File: src/rtl/hazard_stall_unit.sv
// hazard_stall_unit: stall/flush controller for load-use, memory wait, taken-branch squash and HALT.
// Optional stall statistics counter is built only when HAZARD_STATS_EN is defined.
module hazard_stall_unit #(
    parameter int FLUSH_CYCLES = 1,
    parameter int WAIT_LIMIT   = 64,
    parameter int STAT_W       = 16
) (
    input  logic              clk,
    input  logic              rst,
    input  logic [2:0]        rs_d,
    input  logic [2:0]        rt_d,
    input  logic              rs_valid_d,
    input  logic              rt_valid_d,
    input  logic [2:0]        rd_e,
    input  logic              reg_write_ex,
    input  logic              mem_read_ex,
    input  logic              branch_taken_ex,
    input  logic              mem_busy,
    input  logic              halt_d,
    output logic              stall_pc,
    output logic              stall_fd,
    output logic              stall_ex,
    output logic              bubble_de,
    output logic              flush_fd,
    output logic              err_timeout,
    output logic [1:0]        state_o,
    output logic [STAT_W-1:0] stall_cycles
);
    typedef enum logic [1:0] {RUN, MEMWAIT, FLUSH, HALTED} state_t;
    localparam int WW = $clog2(WAIT_LIMIT + 1);

    state_t        state_q, state_d, eff;
    logic [2:0]    cnt_q, cnt_d;
    logic [WW-1:0] wait_q, wait_d;
    logic          err_q, hit, load_use;

    always_comb begin
        load_use  = mem_read_ex & reg_write_ex &
                    ((rs_valid_d & (rs_d == rd_e)) | (rt_valid_d & (rt_d == rd_e)));
        // leaving a memory wait resumes whatever flush was frozen by it
        eff       = (state_q == MEMWAIT) ? ((cnt_q != 3'd0) ? FLUSH : RUN) : state_q;
        stall_pc  = 1'b0;
        stall_fd  = 1'b0;
        stall_ex  = 1'b0;
        bubble_de = 1'b0;
        flush_fd  = 1'b0;
        state_d   = RUN;
        cnt_d     = cnt_q;
        wait_d    = '0;
        hit       = 1'b0;
        if (state_q == HALTED) begin
            stall_pc = 1'b1;
            state_d  = HALTED;
        end else if (mem_busy) begin
            stall_pc = 1'b1;
            stall_fd = 1'b1;
            stall_ex = 1'b1;
            state_d  = MEMWAIT;
            wait_d   = (wait_q == WW'(WAIT_LIMIT)) ? wait_q : wait_q + 1'b1;
            hit      = (wait_d == WW'(WAIT_LIMIT));
        end else if (branch_taken_ex || eff == FLUSH) begin
            flush_fd  = 1'b1;
            bubble_de = 1'b1;
            cnt_d     = branch_taken_ex ? 3'(FLUSH_CYCLES - 1) : cnt_q - 3'd1;
            state_d   = (cnt_d != 3'd0) ? FLUSH : RUN;
        end else if (halt_d) begin
            stall_pc = 1'b1;
            state_d  = HALTED;
        end else if (load_use) begin
            stall_pc  = 1'b1;
            stall_fd  = 1'b1;
            bubble_de = 1'b1;
        end
    end

    always_ff @(posedge clk or posedge rst) begin
        if (rst) begin
            state_q <= RUN;
            cnt_q   <= '0;
            wait_q  <= '0;
            err_q   <= 1'b0;
        end else begin
            state_q <= state_d;
            cnt_q   <= cnt_d;
            wait_q  <= wait_d;
            err_q   <= err_q | hit;
        end
    end

    assign err_timeout = err_q | hit;
    assign state_o     = state_q;

`ifdef HAZARD_STATS_EN
    logic [STAT_W-1:0] stat_q;

    always_ff @(posedge clk or posedge rst) begin
        if (rst)
            stat_q <= '0;
        else if (stall_pc && state_q != HALTED && stat_q != '1)
            stat_q <= stat_q + 1'b1;
    end

    assign stall_cycles = stat_q;
`else
    assign stall_cycles = '0;
`endif
endmodule

File: config.mk
export PLATFORM = sky130hd
export DESIGN_NAME = hazard_stall_unit
export DESIGN_NICKNAME = d
export VERILOG_FILES = /design/src/rtl/hazard_stall_unit.sv
export SDC_FILE = /design/constraint.sdc
export NUM_CORES = 1
export LEC_CHECK = 0
export CORE_MARGIN = 5
export CORE_UTILIZATION = 44
export DETAILED_ROUTE_END_ITERATION = 10
export PLACE_DENSITY_LB_ADDON = 0.15
export SETUP_SLACK_MARGIN = 0.3
export SLEW_MARGIN = 20
export SYNTH_ARGS = -nofsm -noshare
export SYNTH_HDL_FRONTEND = slang
export SYNTH_SLANG_ARGS = --single-unit
File: constraint.sdc
create_clock -name clk -period 3.32 [get_ports clk]
set_input_delay 0.996 -clock clk [delete_from_list [all_inputs] [get_ports clk]]
set_output_delay 0.996 -clock clk [all_outputs]
set_load 0.1 [all_outputs]
### Word level (Yosys, flattened, before mapping)

Cells that the tools add are included.

* multiplexer cells: 30
* equality and inequality tests: 7
* shift-type cells: 0
* add/sub/neg operators: 2
* multipliers: 0
* reductions and logical operators: 4
* divide/modulo/power cells: 0
* magnitude comparators: 0
* bitwise gates (word level): 8

Operators with widths (number)
* 7-bit 2-to-1 mux: 3
* 1-bit 2-to-1 mux: 19
* 7-bit == test (second input constant): 2
* 2-bit 2-to-1 mux: 7
* 7-bit by 1-bit adder with 7-bit output (second input constant): 1
* 3-bit == test: 2
* 3-bit nonzero test: 2
* 1-bit AND: 4
* 2-bit == test (second input constant): 2
* 3-bit 2-to-1 mux: 1
* 3-bit AND reduction: 1
* 3-bit by 1-bit subtractor with 3-bit output (second input constant): 1
* 2-bit by 1-bit == test with 1-bit output (second input constant): 1
* 1-bit inverter: 2
* 1-bit bitwise OR: 2
* 1-bit logical OR: 1

* logic and storage cells: 55
* output and inout port bits: 24
* register bits: 13
* bits in latches: 0
* memories kept: 0
* bits in writable memories: 0
* ROM bits: 0

### Longest topological paths before layout

Gate-level depths: netlist of the first run.

* depth after elaboration: 9
* gate-level depth with buffers: 8
* gate-level depth less buffers: 8

### Least setup slack after synthesis of the first run

Ideal clock, no wire load.

* path kind: input to output
* start: input rs_d[1]
* end: output bubble_de
* slack: -1.315 ns
* stages on the path: 5
* data required time: 2.324 ns
* arrival time: 3.639 ns
* cell sequence: xnor2_1 nand4_1 nand2_1 nand3_1 o31ai_1

* word-level cells in the longest chain between the ends: 9

RTL lines
* start, declared: line 10 `input logic [2:0] rs_d,`
* 3-bit == test: line 39 `((rs_valid_d & (rs_d == rd_e)) | (rt_valid_d & (rt_d == rd_e)));`
* 1-bit AND: line 39
* 1-bit bitwise OR: line 39
* 1-bit AND: line 38 `load_use = mem_read_ex & reg_write_ex &`
* 1-bit 2-to-1 mux: line 69 `end else if (load_use) begin`
* 1-bit 2-to-1 mux: line 66 `end else if (halt_d) begin`
* 1-bit 2-to-1 mux: line 61 `end else if (branch_taken_ex || eff == FLUSH) begin`
* 1-bit 2-to-1 mux: line 54 `end else if (mem_busy) begin`
* 1-bit 2-to-1 mux: line 51 `if (state_q == HALTED) begin`
* end, declared: line 23 `output logic bubble_de,`

Every way passes these cells.

### Final worst setup path of the first run

* start: input mem_busy
* end: output err_timeout

* word-level cells in the longest chain between the ends: 3

RTL lines
* start, declared: line 18 `input logic mem_busy,`
* 1-bit 2-to-1 mux: line 54
* 1-bit 2-to-1 mux: line 51
* 1-bit bitwise OR: line 90 `assign err_timeout = err_q | hit;`
* end, declared: line 25 `output logic err_timeout,`

Every way passes these cells.

==> flow_metrics.env, run 1 <==
export IMPL_final_hold_viol_count=0
export IMPL_insertion_delay_ns=0.27
export IMPL_cts_root_buf="clkbuf_4"
export IMPL_synth_ff_type="dfrtp_1"
export IMPL_fill_cells=145
export IMPL_cts_made_buffers=3
export IMPL_post_route_period_util=0.9232
export IMPL_power_total_uw=377.5
export IMPL_yosysWarnings=0
export IMPL_layout_common_cells="buf_4, conb_1, dfrtp_1"
export IMPL_ys_seq_area_frac=0.3467
export IMPL_fin_crit_ns=3.065
export IMPL_required_ns=2.32
export IMPL_yosysUniqueCellTypes=33
export IMPL_holdPathStages=1
export IMPL_setup_violations=0
export IMPL_layout_drive_gt1_share=0.4610
export IMPL_reg2regPathDepth=9
export IMPL_r2r_start="cnt_q[0]"
export IMPL_crit_fanout=2
export IMPL_drcViolationCount=0
export IMPL_clkSinkCount=13
export IMPL_slew_violations=0
export IMPL_worstSetupPathType="input pin to output pin"
export IMPL_rsz0062_at_grt="true"
export IMPL_cap_violations=0
export IMPL_worstPathArrival_ns=2.07
export IMPL_fp_dieW_um=56.18
export IMPL_grt_pass1_vias=909
export IMPL_initial_core_util=0.4687
export IMPL_fin_worst_skew_ns=0.004718
export IMPL_core_area_um2=2002
export IMPL_hold_path_class="flip-flop to flip-flop"
export IMPL_grt_pass1_wl_um=3781
export IMPL_ir_worst_vdd_mv=0.1710
export IMPL_area_growth_synth_to_final_pct=65.87
export IMPL_dp_hpwl_um=1785
export IMPL_finalWeightedCongestion=0.8187
export IMPL_io_buffers=25
export IMPL_cts_tree="yes"
export IMPL_regToRegEndpoint="cnt_q[2]"
export IMPL_cts_hold_buffers=0
export IMPL_syn_area_per_cell_um2=8.609
export IMPL_die_area_um2=3156
export IMPL_setup_tns_ns=0
export IMPL_wirelength_um=2558
export IMPL_dr_pass1_iters=4
export IMPL_cts_max_level=1
export IMPL_grt_max_degree=14
export IMPL_async_flop_share=1.000
export IMPL_diodes=0
export IMPL_max_freq_ghz=0.3263
export IMPL_vias=894
export IMPL_postRouteAntennaNets=0
export IMPL_syn_cell_area_um2=938.4
export IMPL_row_count=16
export IMPL_final_area_um2=1556
export IMPL_grt_usage=0.1490
export IMPL_io_pins=42
export IMPL_min_to="err_q"
export IMPL_fin_util=0.7775
export IMPL_die_h_um=56.18
export IMPL_critPathCaptureType="output pin"
export IMPL_clockBufferDepth=2
export IMPL_start_kind="input pin"
export IMPL_gr_total_overflow=0
export IMPL_syn_inst=109
export IMPL_nNetsFinal=177
export IMPL_power_density_nw_per_um2=242.5
export IMPL_viasPerCell=4.939
export IMPL_synth_seq_cells=13
export IMPL_path_clk_slew_ns=0.08
export IMPL_hp_start="err_q"
export IMPL_synth_edf_count=0
export IMPL_postPlaceCellArea_um2=1388
export IMPL_p_leak_nw=0.6979
export IMPL_layout_commonest_cell="buf_4"
export IMPL_ff2ff_setup_slack_ns=1.39
export IMPL_antenna_found_initial=0
export IMPL_drt_iter0_markers=20
export IMPL_status="finished clean"
export IMPL_route_detailed_wl_per_inst_um=14.13
[cell usage after synthesis (2+ instances only)]
cell       n  area share
nand3b_1   2       0.016
nand3_1    2       0.011
ha_1       4       0.053
o21bai_1   2       0.016
xnor2_1    8       0.075
dfrtp_1   13        0.35
nor2_1     7       0.028
xor2_1     2       0.019
or3_1      3       0.020
nand2_1    8       0.032
o21ai_1    2       0.011
nor2b_1    2       0.013
nand4_1    2       0.013
a21oi_1    3       0.016
nand2b_1   3       0.020
o21ai_0    7       0.037
buf_4     16        0.13
inv_1      8       0.032
[through the flow]
stage | setup WS [ns] | hold slack, ns | instances
final | 0.2551 | 0.4845 | 181
after global routing | 0.1468 | 0.5044 | 181
after CTS | 0.2243 | 0.4855 | 175
after detailed placement | -0.2578 | 0.4809 | 168
after global placement | -0.2236 | 0.4843 | 168
after floorplan | -0.00007239 | 0.4774 | 124
[cells by family (layout without fill, tap and decap cells)]
kind of cell | Yosys count | after routing | synth area share
XOR/XNOR | 10 | 10 | 0.09334
adder cells (fa/ha/maj) | 4 | 4 | 0.05334
buffers and inverters | 24 | 54 | 0.1600
other | 1 | 16 | 0.003996
AO/OA/AOI/OAI | 21 | 21 | 0.1360
flip-flops | 13 | 13 | 0.3467
AND/OR/NAND/NOR | 36 | 36 | 0.2067
[power by group]
part           total [mW]  internal (mW)  switching (mW)  leakage, nW
clock network      0.0945         0.0465          0.0480       0.0150
logic               0.125         0.0266          0.0981        0.526
registers           0.158          0.158               0        0.157
total               0.377          0.231           0.146        0.698
[what timing repair did]
action | in CTS | in global routing
setup buffers | 3 | 6
resized for setup | 58 | 21
pin swaps | 15 | 9
endpoints found under the setup margin | 6 | 5
[final cells by class]
cell class | count | area (um2) | share of cell area
well taps | 27 | 33.78 | 0.02170
repair buffers | 42 | 412.9 | 0.2653
multi-input cells | 87 | 719.4 | 0.4622
inverters | 8 | 33.78 | 0.02170
clock buffers | 4 | 26.28 | 0.01688
flip-flops and latches | 13 | 330.3 | 0.2122
[critical path, stage by stage]
cell and delay [ns]:
buf_4 0.12, nand2_8 0.04, or4_4 0.53, o21bai_4 0.19, buf_12 0.19
[flip-flops by register name (all words and copies together), names as in the netlist]
name and count:
cnt_q 3, err_q 1, state_o 2, wait_q 7
[worst max-delay path by stage]
stage	from	endpoint	slack [ns]	cells after the start
final	mem_busy	err_timeout	0.26	5
after global routing	wait_q[0]	err_timeout	0.15	7
after CTS	mem_busy	err_timeout	0.22	5
after detailed placement	mem_busy	err_timeout	-0.26	5
after global placement	mem_busy	err_timeout	-0.22	5
after floorplan	rd_e[1]	bubble_de	-0.00007	5
[per-layer routing]
layer,vias to the layer above,global-route usage,part of all wire
met2,36,0.2538,0.53
met1,422,0.1671,0.40
li1,432,-,-
met4,0,0.09153,0.012
met5,-,0,0
met3,4,0.03248,0.057
Note: power is estimated with default switching activity, not from simulation.
==> run 2, diff against run 1 <==
- CORE_ASPECT_RATIO: not set -> 0.8
==> run 2 against run 1 <==
Register-to-register slack better by 0.02 ns. First-iteration DRC count is 35% lower. Cell count is 3.3% lower. Sequential power hardly changed. Critical endpoint unchanged.
==> flow_metrics.env, run 2 (synthesized netlist as in run 1, its figures left out) <==
export IMPL_power_density_nw_per_um2=251.6
export IMPL_cts_root_buf="clkbuf_4"
export IMPL_die_area_um2=3162
export IMPL_ir_worst_vdd_mv=0.2558
export IMPL_dp_cells=166
export IMPL_layout_common_cells="conb_1, buf_4, inv_1, dfrtp_1, buf_12"
export IMPL_crit_chain="buf_4 > nand2_8 > or4_4 > o21bai_4 > buf_12"
export IMPL_cts_made_buffers=3
export IMPL_slowest_delay_ns=0.55
export IMPL_final_hold_viol_count=0
export IMPL_crit_fanout=2
export IMPL_status="finished clean"
export IMPL_worstPathArrival_ns=2.08
export IMPL_cts_tree="yes"
export IMPL_fin_worst_skew_ns=0.004976
export IMPL_hold_path_class="flip-flop to flip-flop"
export IMPL_finalWeightedCongestion=0.8736
export IMPL_grt_pass1_vias=903
export IMPL_initial_core_util=0.4464
export IMPL_min_to="err_q"
export IMPL_largest_reg_flops=7
export IMPL_max_freq_ghz=0.3253
export IMPL_route_detailed_wl_per_inst_um=14.27
export IMPL_cts_hold_buffers=0
export IMPL_setup_violations=0
export IMPL_vias=898
export IMPL_dp_hpwl_um=1885
export IMPL_dr_pass1_iters=4
export IMPL_row_count=15
export IMPL_start_kind="input pin"
export IMPL_grt_max_degree=14
export IMPL_antenna_found_initial=0
export IMPL_required_ns=2.32
export IMPL_worstSetupPathType="input pin to output pin"
export IMPL_cts_max_level=1
export IMPL_path_clk_slew_ns=0.08
export IMPL_io_buffers=25
export IMPL_cap_violations=0
export IMPL_grt_usage=0.1674
export IMPL_power_total_uw=382.8
export IMPL_crit_slowest_cell="or4_4"
export IMPL_fp_dieW_um=61.63
export IMPL_viasPerCell=5.131
export IMPL_drt_iter0_markers=13
export IMPL_post_route_period_util=0.9260
export IMPL_diodes=0
export IMPL_io_pins=42
export IMPL_crit_family="simple AND/OR/NAND/NOR gates"
export IMPL_ff2ff_setup_slack_ns=1.41
export IMPL_fin_crit_ns=3.074
export IMPL_critPathBufInv=2
export IMPL_r2r_start="cnt_q[0]"
export IMPL_clockBufferDepth=2
export IMPL_crit_start="mem_busy"
export IMPL_wirelength_um=2497
export IMPL_reg2regPathDepth=9
export IMPL_insertion_delay_ns=0.28
export IMPL_grt_pass1_wl_um=3884
export IMPL_setup_tns_ns=0
export IMPL_critPathCaptureType="output pin"
export IMPL_layout_drive_gt1_share=0.4467
export IMPL_nNetsFinal=173
export IMPL_clkSinkCount=13
export IMPL_p_leak_nw=0.6734
export IMPL_die_h_um=51.31
export IMPL_hp_start="err_q"
export IMPL_area_growth_synth_to_final_pct=62.13
export IMPL_regToRegEndpoint="cnt_q[2]"
export IMPL_instances_no_fill=175
export IMPL_layout_commonest_cell="conb_1"
export IMPL_postRouteAntennaNets=0
export IMPL_rsz0062_at_grt="true"
export IMPL_gr_total_overflow=0
export IMPL_slew_violations=0
export IMPL_fill_cells=149
export IMPL_holdPathStages=1
export IMPL_top_register="wait_q"
export IMPL_drcViolationCount=0
export IMPL_core_area_um2=2102
run 2: cell types whose count changed in the layout (fill, tap and decap cells not counted), sizes merged:
cell,before,now
buf,35,31
run 2: worst max-delay path by stage:
stage,end,slack [ns],depth (start not counted)
2_1_floorplan,bubble_de,-0.00007,5
3_3_place_gp,err_timeout,-0.22,5
3_5_place_dp,err_timeout,-0.24,5
4_1_cts,bubble_de,0.23,6
5_1_grt,err_timeout,0.16,8
6_report,err_timeout,0.25,5
run 2: metal layers:
layer,global-route usage,wire length (um),vias to the layer above
met4,0.06360,85,0
met5,0,0,-
met1,0.1938,997,422
met2,0.2822,1216,47
met3,0.05303,198,10
li1,-,-,419
run 2: power by group:
| part | internal [mW] | switching (mW) |
|---|---|---|
| combinational | 0.0273 | 0.0983 |
| clock | 0.0467 | 0.0524 |
| sequential | 0.158 | 0 |
run 2: cell type report:
cell class                 instances  area [um2]  area share
timing repair buffer              38       395.4      0.2599
inverter                           8       33.78     0.02220
sequential                        13       332.8      0.2187
multi-input combinational         87       701.9      0.4613
clock buffer                       4       26.28     0.01727
tap                               25       31.28     0.02056
run 2: through the flow:
stage	hold slack [ns]	worst slack [ns]	instance area [um2]	util
5_1_grt	0.5301	0.1640	1521	0.7238
4_1_cts	0.5055	0.2309	1429	0.6798
2_1_floorplan	0.4774	-0.00007239	1109	-
6_report	0.5051	0.2458	1521	0.7238
3_5_place_dp	0.4785	-0.2413	1385	0.6589
3_3_place_gp	0.4757	-0.2214	1385	0.6589
run 2: what timing repair did:
| action | 4_1_cts | 5_1_grt |
|---|---|---|
| setup buffers | 2 | 3 |
| pin swaps | 15 | 11 |
| endpoints found under the setup margin | 6 | 5 |
| resized for setup | 61 | 17 |
